### src/rtl/ascon_mask_pkg.sv
`default_nettype none
// ============================================================================
//  Module      : ascon_mask_pkg
//  Description : Shared definitions for the masked Ascon datapath: lane count,
//                lane indices, sequencer state encoding and the mapping from
//                state lane to S-box input bit.
//                Build macro: ASCON_SBOX_SEQ_FLUSH_EN adds the FLUSH state.
//  Revision    : 1.0  initial release
// ============================================================================
package ascon_mask_pkg;

  localparam int ASCON_LANES = 5;

  localparam int X0 = 0;
  localparam int X1 = 1;
  localparam int X2 = 2;
  localparam int X3 = 3;
  localparam int X4 = 4;

  // Column sequencer states; FLUSH and its code exist only in flush builds
  typedef enum logic [2:0] {
    S_IDLE    = 3'd0,
    S_PRESENT = 3'd1,
    S_HOLD    = 3'd2,
    S_DONE    = 3'd3
`ifdef ASCON_SBOX_SEQ_FLUSH_EN
    , S_FLUSH = 3'd4
`endif
  } sbox_seq_state_t;

  // Lane xL drives S-box bit 4-L, so x0 is the S-box MSB
  function automatic int lane_to_sbox_bit(input int lane);
    return X4 - lane;
  endfunction

endpackage
`default_nettype wire

### src/rtl/dom_ascon_sbox.sv
`default_nettype none
// ============================================================================
//  Module      : dom_ascon_sbox
//  Description : First-order DOM-masked 5-bit Ascon S-box. Linear layers are
//                applied per share; each chi AND uses one fresh bit of z on
//                its registered cross-domain terms. Inputs and z must be held
//                for two cycles; outputs are valid in the second cycle.
//                Bit 4 of each port is lane x0.
//  Revision    : 1.0  initial release
// ============================================================================
module dom_ascon_sbox (
  input  logic       clk,
  input  logic       rst,
  input  logic [4:0] ax,
  input  logic [4:0] bx,
  input  logic [4:0] z,
  output logic [4:0] ay,
  output logic [4:0] by
);

  // Internal vectors are indexed by lane: [i] is x_i
  logic [4:0] w_xa, w_xb, w_la, w_lb, w_la_rot, w_lb_rot;
  logic [4:0] w_ta, w_tb, w_ca, w_cb, w_ya, w_yb;
  logic [4:0] r_cross_a, r_cross_b;

  // Input linear layer per share; rot[i] = l[i+1 mod 5]
  always_comb begin
    w_xa     = {ax[0], ax[1], ax[2], ax[3], ax[4]};
    w_xb     = {bx[0], bx[1], bx[2], bx[3], bx[4]};
    w_la     = {w_xa[4] ^ w_xa[3], w_xa[3], w_xa[2] ^ w_xa[1], w_xa[1], w_xa[0] ^ w_xa[4]};
    w_lb     = {w_xb[4] ^ w_xb[3], w_xb[3], w_xb[2] ^ w_xb[1], w_xb[1], w_xb[0] ^ w_xb[4]};
    w_la_rot = {w_la[0], w_la[4:1]};
    w_lb_rot = {w_lb[0], w_lb[4:1]};
  end

  // Cross-domain products are remasked with z and registered before use
  always_ff @(posedge clk or posedge rst) begin
    if (rst) begin
      r_cross_a <= '0;
      r_cross_b <= '0;
    end else begin
      r_cross_a <= (~w_la & w_lb_rot) ^ z;
      r_cross_b <= (w_lb & w_la_rot) ^ z;
    end
  end

  // Inner-domain products, chi, output linear layer; NOT applied to share A only
  always_comb begin
    w_ta = (~w_la & w_la_rot) ^ r_cross_a;
    w_tb = (w_lb & w_lb_rot) ^ r_cross_b;
    w_ca = w_la ^ {w_ta[0], w_ta[4:1]};
    w_cb = w_lb ^ {w_tb[0], w_tb[4:1]};
    w_ya = {w_ca[4], w_ca[3] ^ w_ca[2], ~w_ca[2], w_ca[1] ^ w_ca[0], w_ca[0] ^ w_ca[4]};
    w_yb = {w_cb[4], w_cb[3] ^ w_cb[2],  w_cb[2], w_cb[1] ^ w_cb[0], w_cb[0] ^ w_cb[4]};
    ay   = {w_ya[0], w_ya[1], w_ya[2], w_ya[3], w_ya[4]};
    by   = {w_yb[0], w_yb[1], w_yb[2], w_yb[3], w_yb[4]};
  end

endmodule
`default_nettype wire

### src/rtl/masked_ascon_sbox_layer_seq.sv
`default_nettype none
// ============================================================================
//  Module      : masked_ascon_sbox_layer_seq
//  Description : Two-share Ascon substitution layer, one column at a time
//                through a single DOM S-box. Each column is presented for two
//                cycles with a fresh rnd sample; results collect bit by bit.
//                Build macro: ASCON_SBOX_SEQ_FLUSH_EN inserts an all-zero
//                FLUSH cycle between columns.
//  Revision    : 1.0  initial release
// ============================================================================
module masked_ascon_sbox_layer_seq
  import ascon_mask_pkg::*;
#(
  parameter int W = 64
) (
  input  logic           clk,
  input  logic           rst,
  input  logic           in_valid,
  output logic           in_ready,
  input  logic [5*W-1:0] ax_state,
  input  logic [5*W-1:0] bx_state,
  input  logic [4:0]     rnd,
  output logic           rnd_req,
  output logic           out_valid,
  input  logic           out_ready,
  output logic [5*W-1:0] ay_state,
  output logic [5*W-1:0] by_state,
  output logic           busy
);

  localparam int             C_CW       = (W > 1) ? $clog2(W) : 1;
  localparam logic [C_CW-1:0] C_COL_LAST = C_CW'(W - 1);

  sbox_seq_state_t r_state, w_next_state;
  logic [C_CW-1:0] r_col;
  logic [4:0]      r_z;
  logic            r_in_ready, r_out_valid, r_rnd_req, r_busy;
  logic            w_accept, w_col_last;
  wire  [4:0]      w_col_a, w_col_b;
  logic [4:0]      w_sb_ax, w_sb_bx, w_sb_z, w_sb_ay, w_sb_by;

  assign w_accept   = in_valid && r_in_ready;
  assign w_col_last = (r_col == C_COL_LAST);
  assign in_ready   = r_in_ready;
  assign out_valid  = r_out_valid;
  assign rnd_req    = r_rnd_req;
  assign busy       = r_busy;

  // State register; handshake flags are registered decodes of the next state,
  // out_valid is a registered decode of DONE so it trails DONE entry by one cycle
  always_ff @(posedge clk or posedge rst) begin
    if (rst) begin
      r_state     <= S_IDLE;
      r_in_ready  <= 1'b0;
      r_out_valid <= 1'b0;
      r_rnd_req   <= 1'b0;
      r_busy      <= 1'b0;
    end else begin
      r_state     <= w_next_state;
      r_in_ready  <= (w_next_state == S_IDLE);
      r_rnd_req   <= (w_next_state == S_PRESENT);
      r_busy      <= (w_next_state != S_IDLE);
      r_out_valid <= (r_state == S_DONE) && (w_next_state == S_DONE);
    end
  end

  // Next-state logic
  always_comb begin
    w_next_state = r_state;
    unique case (r_state)
      S_IDLE:    if (w_accept) w_next_state = S_PRESENT;
      S_PRESENT: w_next_state = S_HOLD;
      S_HOLD: begin
        if (w_col_last) w_next_state = S_DONE;
`ifdef ASCON_SBOX_SEQ_FLUSH_EN
        else            w_next_state = S_FLUSH;
`else
        else            w_next_state = S_PRESENT;
`endif
      end
`ifdef ASCON_SBOX_SEQ_FLUSH_EN
      S_FLUSH:   w_next_state = S_PRESENT;
`endif
      S_DONE:    if (out_ready && r_out_valid) w_next_state = S_IDLE;
      default:   w_next_state = S_IDLE;
    endcase
  end

  // S-box drive: current column in PRESENT/HOLD, zeros otherwise (incl. FLUSH);
  // z is rnd while it is being sampled, then the latched copy
  always_comb begin
    w_sb_ax = '0;
    w_sb_bx = '0;
    w_sb_z  = '0;
    if (r_state == S_PRESENT) begin
      w_sb_ax = w_col_a;
      w_sb_bx = w_col_b;
      w_sb_z  = rnd;
    end else if (r_state == S_HOLD) begin
      w_sb_ax = w_col_a;
      w_sb_bx = w_col_b;
      w_sb_z  = r_z;
    end
  end

  // Column counter and randomness latch
  always_ff @(posedge clk or posedge rst) begin
    if (rst) begin
      r_col <= '0;
      r_z   <= '0;
    end else begin
      if (w_accept) r_col <= '0;
      else if (r_state == S_HOLD && !w_col_last) r_col <= r_col + 1'b1;
      if (r_state == S_PRESENT) r_z <= rnd;
    end
  end

  dom_ascon_sbox u_sbox (
    .clk (clk),
    .rst (rst),
    .ax  (w_sb_ax),
    .bx  (w_sb_bx),
    .z   (w_sb_z),
    .ay  (w_sb_ay),
    .by  (w_sb_by)
  );

  for (genvar l = 0; l < ASCON_LANES; l++) begin : g_lane
    localparam int C_SB = lane_to_sbox_bit(l);
    logic [W-1:0] r_ax, r_bx, r_ay, r_by;

    // Working shares load on accept; result bit col written only in HOLD
    always_ff @(posedge clk or posedge rst) begin
      if (rst) begin
        r_ax <= '0;
        r_bx <= '0;
        r_ay <= '0;
        r_by <= '0;
      end else begin
        if (w_accept) begin
          r_ax <= ax_state[l*W +: W];
          r_bx <= bx_state[l*W +: W];
        end
        if (r_state == S_HOLD) begin
          r_ay[r_col] <= w_sb_ay[C_SB];
          r_by[r_col] <= w_sb_by[C_SB];
        end
      end
    end

    assign w_col_a[C_SB]      = r_ax[r_col];
    assign w_col_b[C_SB]      = r_bx[r_col];
    assign ay_state[l*W +: W] = r_ay;
    assign by_state[l*W +: W] = r_by;
  end

endmodule
`default_nettype wire
### config.mk
export PLATFORM = sky130hd
export DESIGN_NAME = masked_ascon_sbox_layer_seq
export DESIGN_NICKNAME = d
export VERILOG_FILES = /design/src/rtl/ascon_mask_pkg.sv /design/src/rtl/dom_ascon_sbox.sv /design/src/rtl/masked_ascon_sbox_layer_seq.sv
export SDC_FILE = /design/constraint.sdc
export NUM_CORES = 2
export LEC_CHECK = 0
export ABC_AREA = 1
export ABC_CLOCK_PERIOD_IN_PS = 37000
export BUFFER_PORTS_ARGS = -buffer_cell sky130_fd_sc_hd__buf_4
export CORE_AREA = 2 2 502 504
export DETAILED_ROUTE_END_ITERATION = 6
export DIE_AREA = 0 0 504 506
export PLACE_DENSITY = 0.39
export SYNTH_ARGS = -nofsm -noshare
export SYNTH_HDL_FRONTEND = slang
export SYNTH_SLANG_ARGS = --single-unit
export TNS_END_PERCENT = 100
### constraint.sdc
create_clock -name clk -period 37 [get_ports clk]
set_clock_uncertainty 0.2 [all_clocks]
set_input_delay 0 -clock clk [delete_from_list [all_inputs] [get_ports clk]]
set_output_delay 0 -clock clk [all_outputs]
set_load 0.005 [all_outputs]
# Word-level counts from Yosys, hierarchy flattened
# Cells that the tools add are included.
# word_totals
reg_bits,1308
latch_bits,0
ramBits,0
rom_bits,0
inputBits,649
output_inout_bits,644
elab_cells,116
n_memories,0
# classes
add_sub_neg,1
n_mul,0
n_div,0
n_lt_le_gt_ge,2
n_eq_ne,6
shifts,0
mux,44
bitwise_logic,24
reduce_logical,10
# op_table
operator,n
$bwmux 64,10
$bmux 1 s6,10
$mux 5,6
$xor 5x5->5,6
$and 5x5->5,4
$mux 6,2
$pmux 3 s4,1
$xor 1x1->1,12
$mux 1,11
$eq 3x2->1 const B,3
$lt 6x7->1 const B,1
$add 6x1->6 const B,1
$demux 1 s6,1
$eq 3x1->1 const B,2
$eq 6x6->1 const B,1
$ge 6x1->1 const B,1
$logic_not 3->1,2
$mux 3,2
$logic_and 1x1->1,5
$not 5->5,1
$reduce_bool 3->1,1
$mux 2,1
$reduce_bool 2->1,1
$logic_not 1->1,1
$not 1->1,1

# Logic depth before layout (Yosys ltp)
# logic_depth
ltp_word,11
ltp_mapped,27
ltp_nobuf,23

# Cells and area by module
# A second synthesis with hierarchy kept.
# hier_totals
cells_unflattened,6533
hier_area_um2,55162.9
# by_module_without_submodules
module,instances,cells_per_inst,area_each_um2,seq_area_each_um2
masked_ascon_sbox_layer_seq,1,6355,54160.7,32481.2
dom_ascon_sbox,1,178,1002.2,250.2

# Worst setup path before layout
# Ideal clock, no wire load.
# synth_timing
path_kind,register -> register
from,register r_col[0]
to,register g_lane[3].r_ay[13]
setup_ps,118
t_arrival_ps,3466
t_required_ps,36682
slack_ps,33216
stages_incl_launch_ff,23
n_path_buf,7
synth_period_minus_slack_ps,3784
cell_sequence,dfrtp_1 -> buf_4 -> inv_2 -> buf_2 -> buf_2 -> clkbuf_1 -> clkbuf_1 -> o21ai_0 -> o21ai_0 -> nor3_1 -> o21ai_0 -> nor2_1 -> a21oi_1 -> ha_1 -> inv_1 -> xor2_1 -> inv_1 -> clkbuf_1 -> nand3_1 -> nand3_2 -> buf_2 -> nand3_1 -> nand2_1
# synth_between
elab_chain_cells,11
word_cells_on_any_way,26
cone_classes,order compare (2); mux (15); bitwise (8); reduce/logical (1)
# synth_lines
item,line,source
start: declaration,masked_ascon_sbox_layer_seq.sv:35,logic [C_CW-1:0] r_col;
start signal: assignment,masked_ascon_sbox_layer_seq.sv:113,else if (r_state == S_HOLD && !w_col_last) r_col <= r_col + 1'b1;
$bmux 1 s6,masked_ascon_sbox_layer_seq.sv:151,assign w_col_a[C_SB] = r_ax[r_col];
$mux 1 (implied by the code),masked_ascon_sbox_layer_seq.sv:151,
$mux 5,masked_ascon_sbox_layer_seq.sv:99,end else if (r_state == S_HOLD) begin
$mux 5,masked_ascon_sbox_layer_seq.sv:95,if (r_state == S_PRESENT) begin
$xor 1x1->1,dom_ascon_sbox.sv:30,"w_la = {w_xa[4] ^ w_xa[3], w_xa[3], w_xa[2] ^ w_xa[1], w_xa[1], w_xa[0] ^ w_xa[4]};"
$not 5->5,dom_ascon_sbox.sv:49,w_ta = (~w_la & w_la_rot) ^ r_cross_a;
$and 5x5->5,dom_ascon_sbox.sv:49,
$xor 5x5->5,dom_ascon_sbox.sv:49,
$xor 5x5->5,dom_ascon_sbox.sv:51,"w_ca = w_la ^ {w_ta[0], w_ta[4:1]};"
$xor 1x1->1,dom_ascon_sbox.sv:53,"w_ya = {w_ca[4], w_ca[3] ^ w_ca[2], ~w_ca[2], w_ca[1] ^ w_ca[0], w_ca[0] ^ w_ca[4]};"
$bwmux 64 *,masked_ascon_sbox_layer_seq.sv:145,r_ay[r_col] <= w_sb_ay[C_SB];
end signal: indexed assignment,masked_ascon_sbox_layer_seq.sv:145,
end: declaration,masked_ascon_sbox_layer_seq.sv:130,"logic [W-1:0] r_ax, r_bx, r_ay, r_by;"
# Mark *: on every way between the ends. The rest lies on a longest branch, timed or not. The select of a mux whose other input is x is not followed.
# A chain may end at the register's enable or synchronous reset.

# Worst setup path in the final report
# layout_timing
from,register r_col[0]
to,register g_lane[0].r_ay[54]
# layout_between
elab_chain_cells,11
word_cells_on_any_way,26
cone_classes,order compare (2); mux (15); bitwise (8); reduce/logical (1)
# layout_lines
item,line
$bmux 1 s6,masked_ascon_sbox_layer_seq.sv:151
$mux 1 (implied by the code),masked_ascon_sbox_layer_seq.sv:151
$mux 5,masked_ascon_sbox_layer_seq.sv:99
$mux 5,masked_ascon_sbox_layer_seq.sv:95
$xor 1x1->1,dom_ascon_sbox.sv:30
$not 5->5,dom_ascon_sbox.sv:49
$and 5x5->5,dom_ascon_sbox.sv:49
$xor 5x5->5,dom_ascon_sbox.sv:49
$xor 5x5->5,dom_ascon_sbox.sv:51
$xor 1x1->1,dom_ascon_sbox.sv:53
$bwmux 64 *,masked_ascon_sbox_layer_seq.sv:145
end signal: indexed assignment,masked_ascon_sbox_layer_seq.sv:145
end: declaration,masked_ascon_sbox_layer_seq.sv:130
# Marked as above.

==> results.md <==
* Starting Density at 0.226
* Layout fillers at 26300
* Flops & latches, synth at 1308
* Syn nets at 7722
* Class of the most critical setup path: flop to flop
* Num rows at 184
* IO buf count at 1292
* DRT Wirelength at 307000 um
* RePlAce Congestion at 0.846
* Arrival @ worst endpoint at 7490 ps
* Largest area contributor in the netlist: dfrtp_1
* Die height at 506 um
* DPL Wire Length at 216000 um
* Hold crit path type: primary input to async pin
* Post-Syn Instances at 7068
* Clock buffer depth at 3
* Crit path max fanout at 171
* Internal power at 2.82 mW
* Minimum clock period at 7000 ps
* Vias at 57900
* Worst path most repeated cell: nor2_1
* Worst-margin pin slew at 1380 ps
* Net count, final at 10300
* Proportion of layout cells with a drive suffix above 1 at 0.179
* Clock network power share at 0.391
* Final setup viols at 0
* Distinct cells, synth at 37
* Max incr delay on CP at 900 ps
* H-tree levels at 4
* Max-cap viol count at 0
* Slew headroom at 0.0822
* Sequential share of power at 0.402
* Cell Area, Synth at 56500 sq um
* CP required at 37490 ps
* YS warnings at 0
* Nature of the critical path endpoint: flop
* Vias in the first global route at 58900
* Post-CTS Setup Inserts at 0
* Tot Pwr at 4.15 mW
* TritonCTS clock tree: built
* Via density at 4.43
* Cts repair resizes at 0
* Core box area at 250000 sq um
* Combinational share of power at 0.207
* Slowest cell on the critical path: nand2_4
* Achievable Freq at 0.143 GHz
* Die area at 255000 sq um
* Switching Share at 0.320
* Lkg Pwr at 45.5 nW
* Final worst-path cycle share at 0.189
* Ports at 1293
* EDFF count, synth at 0
* Yosys top cell area share at 0.579
* Routed wire per std cell at 23.5 um
* Seq/Total Area, Yosys at 0.579
* Setup TNS at 0 ps
* Drt drc at 0
* Pins Over Slew Limit at 0
* Post-route ant nets at 0
* CTS buffer count at 161
* Avg Inst Size Synth at 8.00 sq um
* Root buf cell: clkbuf_16
* VDD IR-drop max at 0.0556 mV
* Pwr Density at 46.8 nW/um^2
* Hold-fix buffers, CTS at 1341
* Largest net degree at the start of global routing at 215
* Psw at 1.33 mW
* Clk_lat worst skew at 830 ps
* Grt total ovfl at 0
* Drt first pass iters at 6
* Critical path startpoint category: flop
* Die Width at 504 um
* GR Util All Layers at 0.235
* Most used DFF post-synth: dfrtp_1
* Area grow syn2layout at 56.7%
* Fin. Hold Viols at 0
* Clock sinks at 1308
* Outcome: finished, final reports clean
* Largest cells by area after synthesis: dfrtp_1, nand2_1, o21ai_0
* Asr flop ratio synth at 1.00
* First-pass GRT wire length at 438000 um
* RSZ-0062 raised after global routing: no
* Initial antenna violation count at 37
* Iter 0 DRT Violations at 4873
* Crit-path cells: buf_12 -> buf_4 -> nand2_1 -> nand3_1 -> nand2_1 -> nor2_1 -> nor2_1 -> nor2_1 -> nand2_1 -> nor2_1 -> nor2_1 -> ha_1 -> xor2_1 -> nand3b_1 -> nand2_4 -> nand2_4 -> nand3_1 -> nand2_1
* Reg clk slew, reported paths at 60 ps
sequential cells by signal, summed over array words and instances (netlist names):
register,count
busy,1
g_lane.r_ax,320
g_lane.r_ay,320
g_lane.r_bx,320
g_lane.r_by,320
in_ready,1
out_valid,1
r_col,6
r_state,3
r_z,5
rnd_req,1
u_sbox.r_cross_a,5
u_sbox.r_cross_b,5
critical path: cells and delay by family, from the launching register on:
kind          cells  cell delay [ps]
xor+xnor          1              220
fa+ha+maj         1              430
buf+inv           2             1340
flops             1              660
simple gates     14             3480
cells by family (layout without fill, tap and decap cells):
family	count (synthesis)	after routing	synth area share
AOI/OAI and AO/OA	653	653	0.0604
buffers and inverters	739	3392	0.0550
adders and majority gates	5	5	0.00111
other	1	10	0.0000663
xor gates and xnor gates	20	20	0.00310
and+or+nand+nor	4342	4342	0.301
DFF	1308	1308	0.579
metal layers:
layer	global-route usage	share of wire	up-vias
met3	0.0412	0.054	400
met1	0.304	0.43	28400
met5	0	0.00074	-
met2	0.401	0.48	1930
met4	0.0686	0.030	34
li1	-	-	27100
cells in the mapped netlist, types with 4 or more instances:
cell type  instances
nand3_1          384
o21ai_0          412
nand2_1         3626
xor2_1            13
dfrtp_1         1308
nand3_2            5
a211oi_1           4
inv_1            302
nand4_1           23
nand2_2            6
a22oi_1           13
buf_4             52
nor3_2             5
a21oi_1           39
clkinv_1          27
a22o_1             4
ha_1               5
inv_2             35
o21ai_1          153
clkbuf_1         193
or2_2              5
a221oi_1          13
xnor2_1            7
buf_1             27
o211ai_1           8
nor3_1            55
buf_2            101
nor2_1           223
nor2_2             6
cell type report:
cell class,instances,area (sq um),share of cell area
Tap cell,3348,4190,0.0473
Timing Repair Buffer,2746,24000,0.271
Clock buffer,243,4840,0.0546
Clock inverter,39,509,0.00575
Sequential cell,1308,32700,0.370
Inverter,364,1390,0.0156
Multi-Input combinational cell,5021,20900,0.236
Antenna cell,9,22.5,0.000254
power groups by stage:
stage                     combinational [mW]  sequential, mW  clock, mW
after global routing                   0.946            1.68       1.72
after global placement                 0.740            1.69          0
after detailed placement               0.743            1.69          0
after floorplan                        0.426            1.67          0
after CTS                              0.868            1.67       1.67
final                                  0.859            1.67       1.62
path summary, 6_finish.rpt:
path	slack, ps	from	cells after the start	to
max	30000	r_col[0]$_DFFE_PP0P_	18	g_lane[0].r_ay[54]$_DFFE_PP0P_
min	160	rst	4	g_lane[0].r_ax[32]$_DFFE_PP0P_
max reg2reg	30000	r_col[0]$_DFFE_PP0P_	18	g_lane[0].r_ay[54]$_DFFE_PP0P_
min reg2reg	270	g_lane[4].r_bx[32]$_DFFE_PP0P_	2	g_lane[4].r_bx[32]$_DFFE_PP0P_
max in group asynchronous	31920	rst	9	g_lane[2].r_bx[43]$_DFFE_PP0P_
min in group clk	250	ax_state[203]	5	g_lane[3].r_ax[11]$_DFFE_PP0P_
metrics by stage:
| step | util | setup slack (ps) | std cells | hold WS (ps) | area (sq um) |
|---|---|---|---|---|---|
| finish | 0.354 | 30000 | 13100 | 163 | 88600 |
| global route | 0.354 | 29610 | 13100 | 184 | 88600 |
| CTS | 0.354 | 30010 | 13100 | 106 | 88600 |
| detailed placement | 0.279 | 30020 | 11400 | -165 | 69800 |
| global placement | 0.279 | 30120 | 11400 | -167 | 69800 |
| floorplan | - | 18710 | 7068 | -90.4 | 56500 |
cells in the final DEF (no fill, tap or decap), drive strengths merged, types with 23 or more instances in the layout:
cell type    count
a21oi           41
clkbuf         243
dlygate4sd3   1341
inv            342
dfrtp         1308
buf           1405
nand3          389
clkinv          51
nand4           23
nor3            60
o21ai          565
nor2           229
nand2         3633
(Power assumes the default switching activity.)
